**src/rtl/ex_mem_wb_pipe_pkg.sv**
```systemverilog
// Shared definitions for the EX->MEM->WB pipeline: register ids, memory FSM states, stage bundles.
// Optional DMEM_TIMEOUT_EN (see dmem_access_fsm) bounds the data-memory wait.
package ex_mem_wb_pipe_pkg;

  localparam logic [4:0] rR0 = 5'd0;
  localparam logic [4:0] rF  = 5'd1;
  localparam logic [4:0] rA  = 5'd2;
  localparam logic [4:0] rB  = 5'd3;
  localparam logic [4:0] rC  = 5'd4;
  localparam logic [4:0] rD  = 5'd5;
  localparam logic [4:0] rE  = 5'd6;
  localparam logic [4:0] rBC = 5'd7;
  localparam logic [4:0] rDE = 5'd8;
  localparam logic [4:0] rHL = 5'd9;
  localparam logic [4:0] rT0 = 5'd10;
  localparam logic [4:0] rT1 = 5'd11;
  localparam logic [4:0] rT2 = 5'd12;
  localparam logic [4:0] rT3 = 5'd13;

  typedef enum logic [1:0] {
    M_IDLE = 2'd0,
    M_WAIT = 2'd1,
    M_DONE = 2'd2
  } mem_state_t;

  typedef struct packed {
    logic [15:0] result;
    logic [4:0]  wr_id;
    logic [7:0]  flags;
    logic [7:0]  fmask;
    logic        is_load;
    logic        is_store;
    logic [7:0]  st_data;
  } mem_bundle_t;

  typedef struct packed {
    logic [15:0] result;
    logic [4:0]  wr_id;
    logic [7:0]  flags;
    logic [7:0]  fmask;
  } wb_bundle_t;

  localparam mem_bundle_t MEM_BUBBLE = '{result: 16'h0000, wr_id: rR0, flags: 8'h00,
                                         fmask: 8'h00, is_load: 1'b0, is_store: 1'b0,
                                         st_data: 8'h00};
  localparam wb_bundle_t  WB_BUBBLE  = '{result: 16'h0000, wr_id: rR0, flags: 8'h00,
                                         fmask: 8'h00};

endpackage

```
**src/rtl/ex_mem_wb_pipe_if.sv**
```systemverilog
// Data-memory request/acknowledge bus between the MEM stage (master) and the memory (slave).
interface ex_mem_wb_pipe_if;
  logic        Dmem_req;
  logic        Dmem_we;
  logic [15:0] Dmem_addr;
  logic [7:0]  Dmem_wdata;
  logic        Dmem_ack;
  logic [7:0]  Dmem_rdata;

  modport master (
    output Dmem_req, Dmem_we, Dmem_addr, Dmem_wdata,
    input  Dmem_ack, Dmem_rdata
  );

  modport slave (
    input  Dmem_req, Dmem_we, Dmem_addr, Dmem_wdata,
    output Dmem_ack, Dmem_rdata
  );
endinterface

```
**src/rtl/ex_mem_wb_pipe_dmem_access_fsm.sv**
```systemverilog
// MEM-stage data-memory sequencer: request/ack FSM, stall generation, load-capture strobes.
// DMEM_TIMEOUT_EN adds a wait-cycle counter that abandons an unacknowledged access and pulses mem_err.
module dmem_access_fsm
  import ex_mem_wb_pipe_pkg::*;
#(
  parameter int unsigned TIMEOUT_CYCLES = 15
) (
  input  logic clk,
  input  logic rst,
  input  logic mem_op,
  input  logic ack,
  output logic req,
  output logic stall,
  output logic ack_take,
  output logic timeout_fire,
  output logic mem_err
);

  mem_state_t state_reg, state_next;

  always_ff @(posedge clk) begin
    if (rst) state_reg <= M_IDLE;
    else     state_reg <= state_next;
  end

`ifdef DMEM_TIMEOUT_EN
  localparam logic [3:0] CNT_LAST = 4'(TIMEOUT_CYCLES - 1);
  logic [3:0] cnt_reg, cnt_next;
  logic       err_reg;

  always_ff @(posedge clk) begin
    if (rst) begin
      cnt_reg <= 4'd0;
      err_reg <= 1'b0;
    end else begin
      cnt_reg <= cnt_next;
      err_reg <= timeout_fire;
    end
  end

  assign mem_err = err_reg;
`else
  assign mem_err = 1'b0;
`endif

  always_comb begin
    state_next   = state_reg;
    req          = 1'b0;
    ack_take     = 1'b0;
    timeout_fire = 1'b0;
`ifdef DMEM_TIMEOUT_EN
    cnt_next     = cnt_reg;
`endif
    case (state_reg)
      M_IDLE: begin
        if (mem_op) begin
          req = 1'b1;
          if (ack) begin
            ack_take   = 1'b1;
            state_next = M_DONE;
          end else begin
            state_next = M_WAIT;
`ifdef DMEM_TIMEOUT_EN
            cnt_next   = 4'd0;
`endif
          end
        end
      end
      M_WAIT: begin
        req = mem_op;
        if (ack) begin
          ack_take   = mem_op;
          state_next = M_DONE;
        end
`ifdef DMEM_TIMEOUT_EN
        // The counter holds the number of wait cycles already spent without an ack.
        else if (cnt_reg == CNT_LAST) begin
          timeout_fire = mem_op;
          state_next   = M_DONE;
        end else begin
          cnt_next = cnt_reg + 4'd1;
        end
`endif
      end
      M_DONE:  state_next = M_IDLE;
      default: state_next = M_IDLE;
    endcase
  end

  // Stall covers the ack cycle too; M_DONE is the single cycle the pipeline moves.
  assign stall = mem_op && (state_reg != M_DONE);

endmodule

```
**src/rtl/ex_mem_wb_pipe.sv**
```systemverilog
// EX->MEM->WB pipeline registers with a req/ack data-memory access in MEM.
// Build option DMEM_TIMEOUT_EN bounds the memory wait to TIMEOUT_CYCLES wait cycles.
module ex_mem_wb_pipe
  import ex_mem_wb_pipe_pkg::*;
#(
  parameter int unsigned TIMEOUT_CYCLES = 15
) (
  input  logic        clk,
  input  logic        rst,
  input  logic        EX_valid,
  input  logic [15:0] EX_Result,
  input  logic [4:0]  EX_Wr_id,
  input  logic [7:0]  EX_Flags,
  input  logic [7:0]  EX_Fmask,
  input  logic        EX_is_load,
  input  logic        EX_is_store,
  input  logic [7:0]  EX_St_data,
  input  logic        Flush,
  output logic        Pipe_stall,
  ex_mem_wb_pipe_if.master dmem,
  output logic [15:0] MEM_Result,
  output logic [4:0]  MEM_Wr_id,
  output logic [7:0]  MEM_Flags,
  output logic [7:0]  MEM_Fmask,
  output logic [15:0] WB_Result,
  output logic [4:0]  WB_Wr_id,
  output logic [7:0]  WB_Flags,
  output logic [7:0]  WB_Fmask,
  output logic        RF_Wr_en,
  output logic        Mem_err
);

  mem_bundle_t mem_reg, mem_next;
  wb_bundle_t  wb_reg, wb_next;
  logic        mem_op;
  logic        stall;
  logic        req;
  logic        ack_take;
  logic        timeout_fire;

  assign mem_op = mem_reg.is_load | mem_reg.is_store;

  dmem_access_fsm #(
    .TIMEOUT_CYCLES (TIMEOUT_CYCLES)
  ) u_dmem_access_fsm (
    .clk          (clk),
    .rst          (rst),
    .mem_op       (mem_op),
    .ack          (dmem.Dmem_ack),
    .req          (req),
    .stall        (stall),
    .ack_take     (ack_take),
    .timeout_fire (timeout_fire),
    .mem_err      (Mem_err)
  );

  always_comb begin
    mem_next = mem_reg;
    if (!stall) begin
      if (EX_valid && !Flush) begin
        mem_next.result   = EX_Result;
        mem_next.wr_id    = EX_Wr_id;
        mem_next.flags    = EX_Flags;
        mem_next.fmask    = EX_Fmask;
        mem_next.is_load  = EX_is_load;
        mem_next.is_store = EX_is_store;
        mem_next.st_data  = EX_St_data;
        // Stores never write the register file or the flags.
        if (EX_is_store) begin
          mem_next.wr_id = rR0;
          mem_next.fmask = 8'h00;
        end
      end else begin
        mem_next = MEM_BUBBLE;
      end
    end else if (mem_reg.is_load && ack_take) begin
      mem_next.result = {8'h00, dmem.Dmem_rdata};
    end else if (mem_reg.is_load && timeout_fire) begin
      mem_next.result = 16'hFFFF;
    end
  end

  // A bubble enters WB on every stall cycle so a held instruction is written only once.
  always_comb begin
    wb_next = WB_BUBBLE;
    if (!stall) begin
      wb_next.result = mem_reg.result;
      wb_next.wr_id  = mem_reg.wr_id;
      wb_next.flags  = mem_reg.flags;
      wb_next.fmask  = mem_reg.fmask;
    end
  end

  always_ff @(posedge clk) begin
    if (rst) begin
      mem_reg <= MEM_BUBBLE;
      wb_reg  <= WB_BUBBLE;
    end else begin
      mem_reg <= mem_next;
      wb_reg  <= wb_next;
    end
  end

  assign Pipe_stall      = stall;
  assign dmem.Dmem_req   = req;
  assign dmem.Dmem_we    = mem_reg.is_store;
  assign dmem.Dmem_addr  = mem_reg.result;
  assign dmem.Dmem_wdata = mem_reg.st_data;

  assign MEM_Result = mem_reg.result;
  assign MEM_Wr_id  = mem_reg.wr_id;
  assign MEM_Flags  = mem_reg.flags;
  assign MEM_Fmask  = mem_reg.fmask;
  assign WB_Result  = wb_reg.result;
  assign WB_Wr_id   = wb_reg.wr_id;
  assign WB_Flags   = wb_reg.flags;
  assign WB_Fmask   = wb_reg.fmask;
  assign RF_Wr_en   = (wb_reg.wr_id != rR0);

endmodule
```
**src/flat_wrapper.sv**
```systemverilog
// flat-port wrapper written by rule: the top's interface ports become plain ports
module ex_mem_wb_pipe_flat import ex_mem_wb_pipe_pkg::*;
#(
  parameter int unsigned TIMEOUT_CYCLES = 15
)
  (clk, rst, EX_valid, EX_Result, EX_Wr_id, EX_Flags, EX_Fmask, EX_is_load, EX_is_store, EX_St_data, Flush, Pipe_stall, MEM_Result, MEM_Wr_id, MEM_Flags, MEM_Fmask, WB_Result, WB_Wr_id, WB_Flags, WB_Fmask, RF_Wr_en, Mem_err, dmem_Dmem_req, dmem_Dmem_we, dmem_Dmem_addr, dmem_Dmem_wdata, dmem_Dmem_ack, dmem_Dmem_rdata);
  ex_mem_wb_pipe_if dmem_i ();
  input  logic clk;
  input  logic rst;
  input  logic EX_valid;
  input  logic [15:0] EX_Result;
  input  logic [4:0] EX_Wr_id;
  input  logic [7:0] EX_Flags;
  input  logic [7:0] EX_Fmask;
  input  logic EX_is_load;
  input  logic EX_is_store;
  input  logic [7:0] EX_St_data;
  input  logic Flush;
  output logic Pipe_stall;
  output logic [15:0] MEM_Result;
  output logic [4:0] MEM_Wr_id;
  output logic [7:0] MEM_Flags;
  output logic [7:0] MEM_Fmask;
  output logic [15:0] WB_Result;
  output logic [4:0] WB_Wr_id;
  output logic [7:0] WB_Flags;
  output logic [7:0] WB_Fmask;
  output logic RF_Wr_en;
  output logic Mem_err;
  output wire logic [$bits(dmem_i.Dmem_req)-1:0] dmem_Dmem_req;
  output wire logic [$bits(dmem_i.Dmem_we)-1:0] dmem_Dmem_we;
  output wire logic [$bits(dmem_i.Dmem_addr)-1:0] dmem_Dmem_addr;
  output wire logic [$bits(dmem_i.Dmem_wdata)-1:0] dmem_Dmem_wdata;
  input wire logic [$bits(dmem_i.Dmem_ack)-1:0] dmem_Dmem_ack;
  input wire logic [$bits(dmem_i.Dmem_rdata)-1:0] dmem_Dmem_rdata;
  assign dmem_Dmem_req = dmem_i.Dmem_req;
  assign dmem_Dmem_we = dmem_i.Dmem_we;
  assign dmem_Dmem_addr = dmem_i.Dmem_addr;
  assign dmem_Dmem_wdata = dmem_i.Dmem_wdata;
  assign dmem_i.Dmem_ack = dmem_Dmem_ack;
  assign dmem_i.Dmem_rdata = dmem_Dmem_rdata;
  ex_mem_wb_pipe #(.TIMEOUT_CYCLES(TIMEOUT_CYCLES)) u_core (.clk(clk), .rst(rst), .EX_valid(EX_valid), .EX_Result(EX_Result), .EX_Wr_id(EX_Wr_id), .EX_Flags(EX_Flags), .EX_Fmask(EX_Fmask), .EX_is_load(EX_is_load), .EX_is_store(EX_is_store), .EX_St_data(EX_St_data), .Flush(Flush), .Pipe_stall(Pipe_stall), .dmem(dmem_i), .MEM_Result(MEM_Result), .MEM_Wr_id(MEM_Wr_id), .MEM_Flags(MEM_Flags), .MEM_Fmask(MEM_Fmask), .WB_Result(WB_Result), .WB_Wr_id(WB_Wr_id), .WB_Flags(WB_Flags), .WB_Fmask(WB_Fmask), .RF_Wr_en(RF_Wr_en), .Mem_err(Mem_err));
endmodule
```
**config.mk**
```make
export PLATFORM = sky130hd
export DESIGN_NAME = ex_mem_wb_pipe_flat
export DESIGN_NICKNAME = d
export VERILOG_FILES = /design/src/rtl/ex_mem_wb_pipe_pkg.sv /design/src/rtl/ex_mem_wb_pipe_if.sv /design/src/rtl/ex_mem_wb_pipe_dmem_access_fsm.sv /design/src/rtl/ex_mem_wb_pipe.sv /design/src/flat_wrapper.sv
export SDC_FILE = /design/constraint.sdc
export NUM_CORES = 1
export LEC_CHECK = 0
export CAP_MARGIN = 20
export CORE_MARGIN = 8
export CORE_UTILIZATION = 43
export DETAILED_ROUTE_END_ITERATION = 8
export HOLD_SLACK_MARGIN = 0.12
export PLACE_DENSITY = 0.82
export SYNTH_ARGS = -nofsm -noshare
export SYNTH_HDL_FRONTEND = slang
export SYNTH_SLANG_ARGS = --single-unit
```
**constraint.sdc**
```tcl
create_clock -name clk -period 3 [get_ports clk]
set_input_delay 0.6 -clock clk [delete_from_list [all_inputs] [get_ports clk]]
set_output_delay 0.6 -clock clk [all_outputs]
set_load 0.01 [all_outputs]
```
==> results.md, run 1 <==
| Metric | Reported |
|---|---|
| Top post-synthesis cells by area | sky130_fd_sc_hd__dfxtp_1, sky130_fd_sc_hd__buf_4, sky130_fd_sc_hd__a22o_1, sky130_fd_sc_hd__and2_1, sky130_fd_sc_hd__a311oi_1 |
| R2r endpoint | u_core.WB_Result[0] |
| Die outline height | 103 um |
| Number of nets produced by synthesis | 354 |
| CP Data Required Time | 2.40 ns |
| Area added between synthesis and finish | 43.5% |
| Async set or reset register ratio after synthesis | 0% |
| Area inside the core boundary | 7290 um^2 |
| Via count of the first global-routing pass | 2500 |
| Peak VDD IR | 0.000356 V |
| Largest stage delay, worst path | 0.55 ns |
| Launch instance of the worst min-delay path | u_core.dmem.Dmem_wdata[1] |
| Result of the run | completed |
| Critical path type | flop to output port |
| MaxCap Viol Count | 0 |
| Number of antenna violations at the first check in global routing | 0 |
| Post CTS Setup Buffer Count | 0 |
| Num Clock Sinks | 86 |
| Share of synthesized area occupied by flip-flops and latches | 53.1% |
| Maximum number of pins on one net before global-route repair | 38 |
| Number of filler cells placed in the layout | 592 |
| TritonCTS clock tree | built |
| Number of enable-type register cells in the synthesized netlist | 0 |
| Total vias in the final route | 2356 |
| Peak fanout along the critical path | 9 |
| Crit path capture type | output port |
| Arrival time of the worst setup path | 1.80 ns |
| Count of H-tree levels built during CTS | 3 |
| Weighted congestion at the end of routability-driven global placement | 0.769 |
| Standard-cell rows | 31 |
| Slew margin rel. | 49.9% |
| Sequential share of power | 51.9% |
| Fraction of final layout cells with drive strength greater than 1 | 6.52% |
| RSZ-0062 raised after global routing | no |
| Number of diodes | 0 |
| Critical Path Stages | 4 |
| Category of cells accounting for the largest share of critical-path delay | buffers and inverters |
| Hold buffer count at cts | 0 |
| Post-Route WL | 8.50 mm |
| Flop and latch count out of synthesis | 86 |
| # nets final | 454 |
| Leading post-synthesis cells by instance count | sky130_fd_sc_hd__dfxtp_1, sky130_fd_sc_hd__buf_4, sky130_fd_sc_hd__a22o_1 |
| Remaining DRCs | 0 |
| Final hold vios | 0 |
| Violation count after the first detailed-route iteration | 67 |
| Clock network latency to the later pin of the worst-skew pair | 0.33 ns |
| Portion of total power attributed to combinational logic | 14.5% |
| Wire length per cell after detailed routing | 17.1 um |
| Max frequency | 0.417 GHz |
| Final HPWL DP | 6.49 mm |
| Depth of the most critical reg-to-reg path | 3 |
| Number of gates given a new drive strength after cts | 0 |
| Startpoint of the most critical setup path | u_core.u_dmem_access_fsm.state_reg[1] |
| Floorplan die area | 10600 um^2 |
| Buffer levels on the longest clock path | 2 |
| Clock network fraction of design power | 33.6% |
| Clock period minus final worst setup slack | 2.40 ns |
| Leakage power total | 1.72 nW |
| Number of different library cells in the post-synthesis netlist | 27 |
| Power dissipated by switching net loads | 0.000555 W |
| Final setup vio count | 0 |
| Total I/O pin count | 163 |
| Slew at the pin closest to its max-slew limit | 0.749 ns |
| Critical-path cell with the highest stage delay | sky130_fd_sc_hd__clkdlybuf4s50_1 |
| TritonCTS buffer count | 9 |
| Global router's overall resource usage | 15.6% |
| Most common cell in the synthesized netlist | sky130_fd_sc_hd__dfxtp_1 |
| Area share of the largest cell type after synthesis | 53.1% |
| Instance area after placement | 4460 um^2 |
| Final worst-path cycle share | 79.9% |
| Initial Util | 44.4% |
| Source of the worst register-to-register timing path | u_core.u_dmem_access_fsm.state_reg[1] |
| Final std cells w/o fill | 498 |
| Placed insts | 482 |
| Largest clock skew in the final design | 0.00590 ns |
| Horizontal die dimension | 103 um |
| Post-detailed-route count of antenna-violating nets | 0 |
| PortBufs | 161 |
| Gate count after technology mapping | 294 |
| Vias per cell | 4.73 |
| Prevailing post-synth register cell | sky130_fd_sc_hd__dfxtp_1 |
| Post-Syn Area | 3240 um^2 |
| Proportion of total power due to net switching | 23.9% |
| Drt pass-1 iters | 4 |
| Post-Route Utilization | 63.7% |
| Series of cell instances along the critical path | and2b_1 > nor2_1 > buf_4 > clkdlybuf4s50_1 |
| Gr ovfl total | 0 |
| Post-synthesis cell type with the largest combined area | sky130_fd_sc_hd__dfxtp_1 |
| CP bufs+invs | 2 |
| Startpoint type of the worst setup path | flop |
| Post-Layout Inst Area | 4650 um^2 |
| Internal power | 0.00177 W |
| Mean area per synthesized cell | 11.0 um^2 |
| Wire length of the first global-routing pass | 12.7 mm |
| Clock root buffer | sky130_fd_sc_hd__clkbuf_8 |
| Type of the tightest min-delay check | flop to flop |
| Critical Path Sink | Pipe_stall |
| Register clock-pin slew on the reported worst setup and hold paths | 0.08 ns |
| Final Max Tran Viols | 0 |
| Synth warn | 0 |
| Cell Pwr Density | 499 nW/um^2 |
| Reg2reg setup slack | 1.35 ns |
| Setup total negative slack | 0 ns |
==> logic make-up after synthesis <==
logic type	after synthesis	synth area share, %
other	1	0.116
AND/OR/NAND/NOR	72	12.9
flip-flops	86	53.1
buffers and inverters	77	17.3
AO/OA/AOI/OAI	58	16.5
==> power by group through the flow <==
stage | sequential (W) | combinational, W | clock, W
2_1_floorplan | 0.00123 | 0.000177 | 0
3_3_place_gp | 0.00123 | 0.000332 | 0
3_5_place_dp | 0.00123 | 0.000339 | 0
4_1_cts | 0.00121 | 0.000340 | 0.000804
5_1_grt | 0.00121 | 0.000358 | 0.000844
6_report | 0.00121 | 0.000336 | 0.000779
==> final cells by class <==
type | instances | area [um^2] | area share [%]
repair buffers | 166 | 1650 | 35.5
flip-flops and latches | 86 | 1720 | 37.0
clock buffers | 11 | 131 | 2.83
multi-input cells | 131 | 962 | 20.7
well taps | 99 | 124 | 2.67
clock inverters | 5 | 58.8 | 1.27
==> stage by stage <==
step	worst slack, ns	power (W)	hold slack, ns
after floorplan	1.42	0.00141	0.443
after global placement	0.587	0.00156	0.454
after detailed placement	0.548	0.00157	0.457
after CTS	0.594	0.00235	0.480
after global routing	0.504	0.00241	0.506
final	0.604	0.00232	0.476
==> cells in the final DEF, fill, tap and decap left out, types with 2 or more instances in the layout <==
cell                              instances
sky130_fd_sc_hd__a22oi_1                  8
sky130_fd_sc_hd__a22o_1                  39
sky130_fd_sc_hd__clkbuf_1                 2
sky130_fd_sc_hd__clkbuf_8                 9
sky130_fd_sc_hd__nor2_1                   6
sky130_fd_sc_hd__and2_1                  37
sky130_fd_sc_hd__clkdlybuf4s50_1        161
sky130_fd_sc_hd__clkinvlp_4               2
sky130_fd_sc_hd__a311oi_1                 8
sky130_fd_sc_hd__buf_4                    5
sky130_fd_sc_hd__dfxtp_1                 86
sky130_fd_sc_hd__nand2_1                 17
==> routing by layer <==
metal  up-vias  GRT usage [%]  wire (um)
met3         8           6.89        911
met1      1095           16.4       3340
met2       106           27.3       4190
met5         -              0          0
met4         0           4.67         66
li1       1147              -          -
==> worst min-delay path by stage <==
stage                     slack [ns]                        end  cells after the start
after floorplan                 0.44  u_core.dmem.Dmem_wdata[0]                      1
after global placement          0.45  u_core.dmem.Dmem_wdata[6]                      1
after CTS                       0.48  u_core.dmem.Dmem_wdata[1]                      1
final                           0.48  u_core.dmem.Dmem_wdata[1]                      1
after global routing            0.51  u_core.dmem.Dmem_wdata[1]                      1
after detailed placement        0.46  u_core.dmem.Dmem_wdata[5]                      1
Note: power is estimated with default switching activity, not from simulation.
==> run 2: changes to the inputs <==
--- a/config.mk
+++ b/config.mk
@@ -7,10 +7,10 @@
 export LEC_CHECK = 0
 export CAP_MARGIN = 20
 export CORE_MARGIN = 8
-export CORE_UTILIZATION = 43
+export CORE_UTILIZATION = 40
 export DETAILED_ROUTE_END_ITERATION = 8
 export HOLD_SLACK_MARGIN = 0.12
-export PLACE_DENSITY = 0.82
+export PLACE_DENSITY = 0.77
 export SYNTH_ARGS = -nofsm -noshare
 export SYNTH_HDL_FRONTEND = slang
 export SYNTH_SLANG_ARGS = --single-unit
==> constraint.sdc (replaced) <==
create_clock -name clk -period 2.4 [get_ports clk]
set_input_delay 0.48 -clock clk [delete_from_list [all_inputs] [get_ports clk]]
set_output_delay 0.48 -clock clk [all_outputs]
set_load 0.01 [all_outputs]
==> run 2 against run 1 <==
Final area increased by 0.40%; critical endpoint unchanged; worst setup slack worse by 0.39 ns; largest cell class unchanged; sequential power increased by 25%.
==> results.md, run 2 (synthesized netlist as in run 1, its figures left out) <==
| Metric | Reported | vs previous |
|---|---|---|
| Post-Layout Inst Area | 4670 um^2 | +0.40% |
| Final hold vios | 0 | unchanged |
| Clock period minus final worst setup slack | 2.19 ns |  |
| Min setup slack post-route | 0.215 ns | -0.389 ns |
| TritonCTS clock tree | built |  |
| Horizontal die dimension | 106 um | +3.1% |
| Arrival time of the worst setup path | 1.71 ns | -0.09 ns |
| Clock root buffer | sky130_fd_sc_hd__clkbuf_8 |  |
| Violation count after the first detailed-route iteration | 91 | +36% |
| Max frequency | 0.458 GHz |  |
| R2r endpoint | u_core.WB_Result[1] |  |
| Commonest non-fill, non-tap cell in the layout | sky130_fd_sc_hd__clkdlybuf4s50_1 |  |
| CP Data Required Time | 1.92 ns | -0.48 ns |
| Floorplan die area | 11200 um^2 | +6.3% |
| Critical path type | flop to output port |  |
| Die outline height | 106 um | +3.1% |
| Area added between synthesis and finish | 44.0% |  |
| RSZ-0062 raised after global routing | no |  |
| Leakage power total | 1.73 nW | +0.28% |
| Slew margin rel. | 51.4% | +1.5 points |
| Wire length per cell after detailed routing | 16.3 um | -4.5% |
| Num Clock Sinks | 86 | unchanged |
| Wire length of the first global-routing pass | 13.4 mm | +6.1% |
| Remaining DRCs | 0 | unchanged |
| Fraction of final layout cells with drive strength greater than 1 | 7.48% | +0.97 points |
| Area inside the core boundary | 8050 um^2 | +10% |
| Number of gates given a new drive strength after cts | 0 | unchanged |
| Area occupied by registers | 1720 um^2 | unchanged |
| Result of the run | completed |  |
| Depth of the most critical reg-to-reg path | 3 | unchanged |
| Final Max Tran Viols | 0 | unchanged |
| Type of the tightest min-delay check | flop to flop |  |
| Final setup vio count | 0 | unchanged |
| Peak VDD IR | 0.000345 V | -3.0% |
| Post-detailed-route count of antenna-violating nets | 0 | unchanged |
| Launch instance of the worst min-delay path | u_core.dmem.Dmem_wdata[5] |  |
| Post-Route WL | 8.25 mm | -3.0% |
| Leading cell types in the layout, fill and taps excluded | sky130_fd_sc_hd__clkdlybuf4s50_1, sky130_fd_sc_hd__dfxtp_1, sky130_fd_sc_hd__a22o_1 |  |
| Post CTS Setup Buffer Count | 0 | unchanged |
| Largest clock skew in the final design | 0.0117 ns | +0.00576 ns |
| # nets final | 456 | +0.44% |
| Via count of the first global-routing pass | 2540 | +1.6% |
| Crit path capture type | output port |  |
| Maximum number of pins on one net before global-route repair | 38 | unchanged |
| Hold buffer count at cts | 0 | unchanged |
| Pre-CTS setup slack | 0.270 ns | -0.278 ns |
| Worst Hold Endpoint | u_core.dmem.Dmem_wdata[5] |  |
| Startpoint type of the worst setup path | flop |  |
| Final HPWL DP | 6.47 mm | -0.35% |
| Number of antenna violations at the first check in global routing | 0 | unchanged |
| Peak fanout along the critical path | 5 | -4 |
| TritonCTS buffer count | 9 | unchanged |
| Setup total negative slack | 0 ns | unchanged |
| Clock network latency to the later pin of the worst-skew pair | 0.34 ns | about the same |
| Source of the worst register-to-register timing path | u_core.u_dmem_access_fsm.state_reg[1] |  |
| Drt pass-1 iters | 4 | unchanged |
| MaxCap Viol Count | 0 | unchanged |
| Hold path depth | 1 | unchanged |
| Global router's overall resource usage | 14.7% | -0.88 points |
| Number of filler cells placed in the layout | 701 | +18% |
| Vias per cell | 4.71 | -0.37% |
| Slew at the pin closest to its max-slew limit | 0.727 ns | -0.0225 ns |
| Instance area after placement | 4490 um^2 | +0.79% |
| Buffer levels on the longest clock path | 2 | unchanged |
| Total vias in the final route | 2385 | +1.2% |
| Power, Total | 0.00281 W | +21% |
| Final worst-path cycle share | 91.0% |  |
| Weighted congestion at the end of routability-driven global placement | 0.711 | -7.5% |
| Number of diodes | 0 | unchanged |
| Initial Util | 40.2% | -4.2 points |
| Cell Pwr Density | 603 nW/um^2 | +21% |
| Count of H-tree levels built during CTS | 3 | unchanged |
| PortBufs | 161 | unchanged |
| Area occupied by multi-input gates | 962 um^2 | unchanged |
| Standard-cell rows | 33 | +6.5% |
| Register clock-pin slew on the reported worst setup and hold paths | 0.08 ns | about the same |
| Total I/O pin count | 163 | unchanged |
| Gr ovfl total | 0 | unchanged |
| Reg2reg setup slack | 0.80 ns | -0.55 ns |
## run 2: cell count changes in the layout (fill, tap and decap cells not counted), sizes merged
cell	previous run	this run
clkinv	1	3
clkinvlp	2	3
buf	5	7
bufinv	1	0
clkbuf	11	9
## run 2: worst max-delay path by stage
stage                                 to  slack, ns                             startpoint  cells after the start
6_report                      Pipe_stall       0.21                      u_core.mem_reg[9]                      3
5_1_grt                       Pipe_stall       0.07                      u_core.mem_reg[9]                      3
3_3_place_gp   u_core.dmem.Dmem_wdata[7]       0.29                                    rst                      5
3_5_place_dp   u_core.dmem.Dmem_wdata[3]       0.27                                    rst                      5
4_1_cts                       Pipe_stall       0.20  u_core.u_dmem_access_fsm.state_reg[1]                      3
2_1_floorplan        u_core.MEM_Fmask[4]       0.94                                    rst                      5
## run 2: metal layers
metal	wire, um	GRT usage, %	part of all wire [%]	up-vias
met3	769	6.29	9.3	6
met4	59	4.22	0.72	0
met1	3350	16.1	41	1131
met5	0	0	0	-
met2	4070	25.2	49	92
li1	-	-	-	1156
## run 2: worst max-delay path: stages (launching register included)
cell and delay [ns]:
sky130_fd_sc_hd__dfxtp_1 0.35, sky130_fd_sc_hd__nor2_1 0.40, sky130_fd_sc_hd__nor2_1 0.12, sky130_fd_sc_hd__clkdlybuf4s50_1 0.52
## run 2: power by group
group / internal [W] / switching, W / total [W]
sequential: 0.00147 / 0.0000333 / 0.00151
combinational: 0.000252 / 0.000171 / 0.000423
clock: 0.000377 / 0.000504 / 0.000881
total: 0.00210 / 0.000708 / 0.00281
## run 2: cell type report
| type | instances | share of cell area [%] |
|---|---|---|
| flip-flops and latches | 86 | 36.9 |
| multi-input cells | 131 | 20.6 |
| clock inverters | 7 | 1.07 |
| well taps | 105 | 2.82 |
| repair buffers | 168 | 35.9 |
| clock buffers | 9 | 2.65 |
## run 2: through the flow
stage / hold slack (ns) / utilization [%] / instances
global route: 0.500 / 57.9 / 506
floorplan: 0.443 / - / 294
finish: 0.478 / 57.9 / 506
global placement: 0.457 / 55.8 / 490
detailed placement: 0.459 / 55.8 / 490
CTS: 0.486 / 57.9 / 506
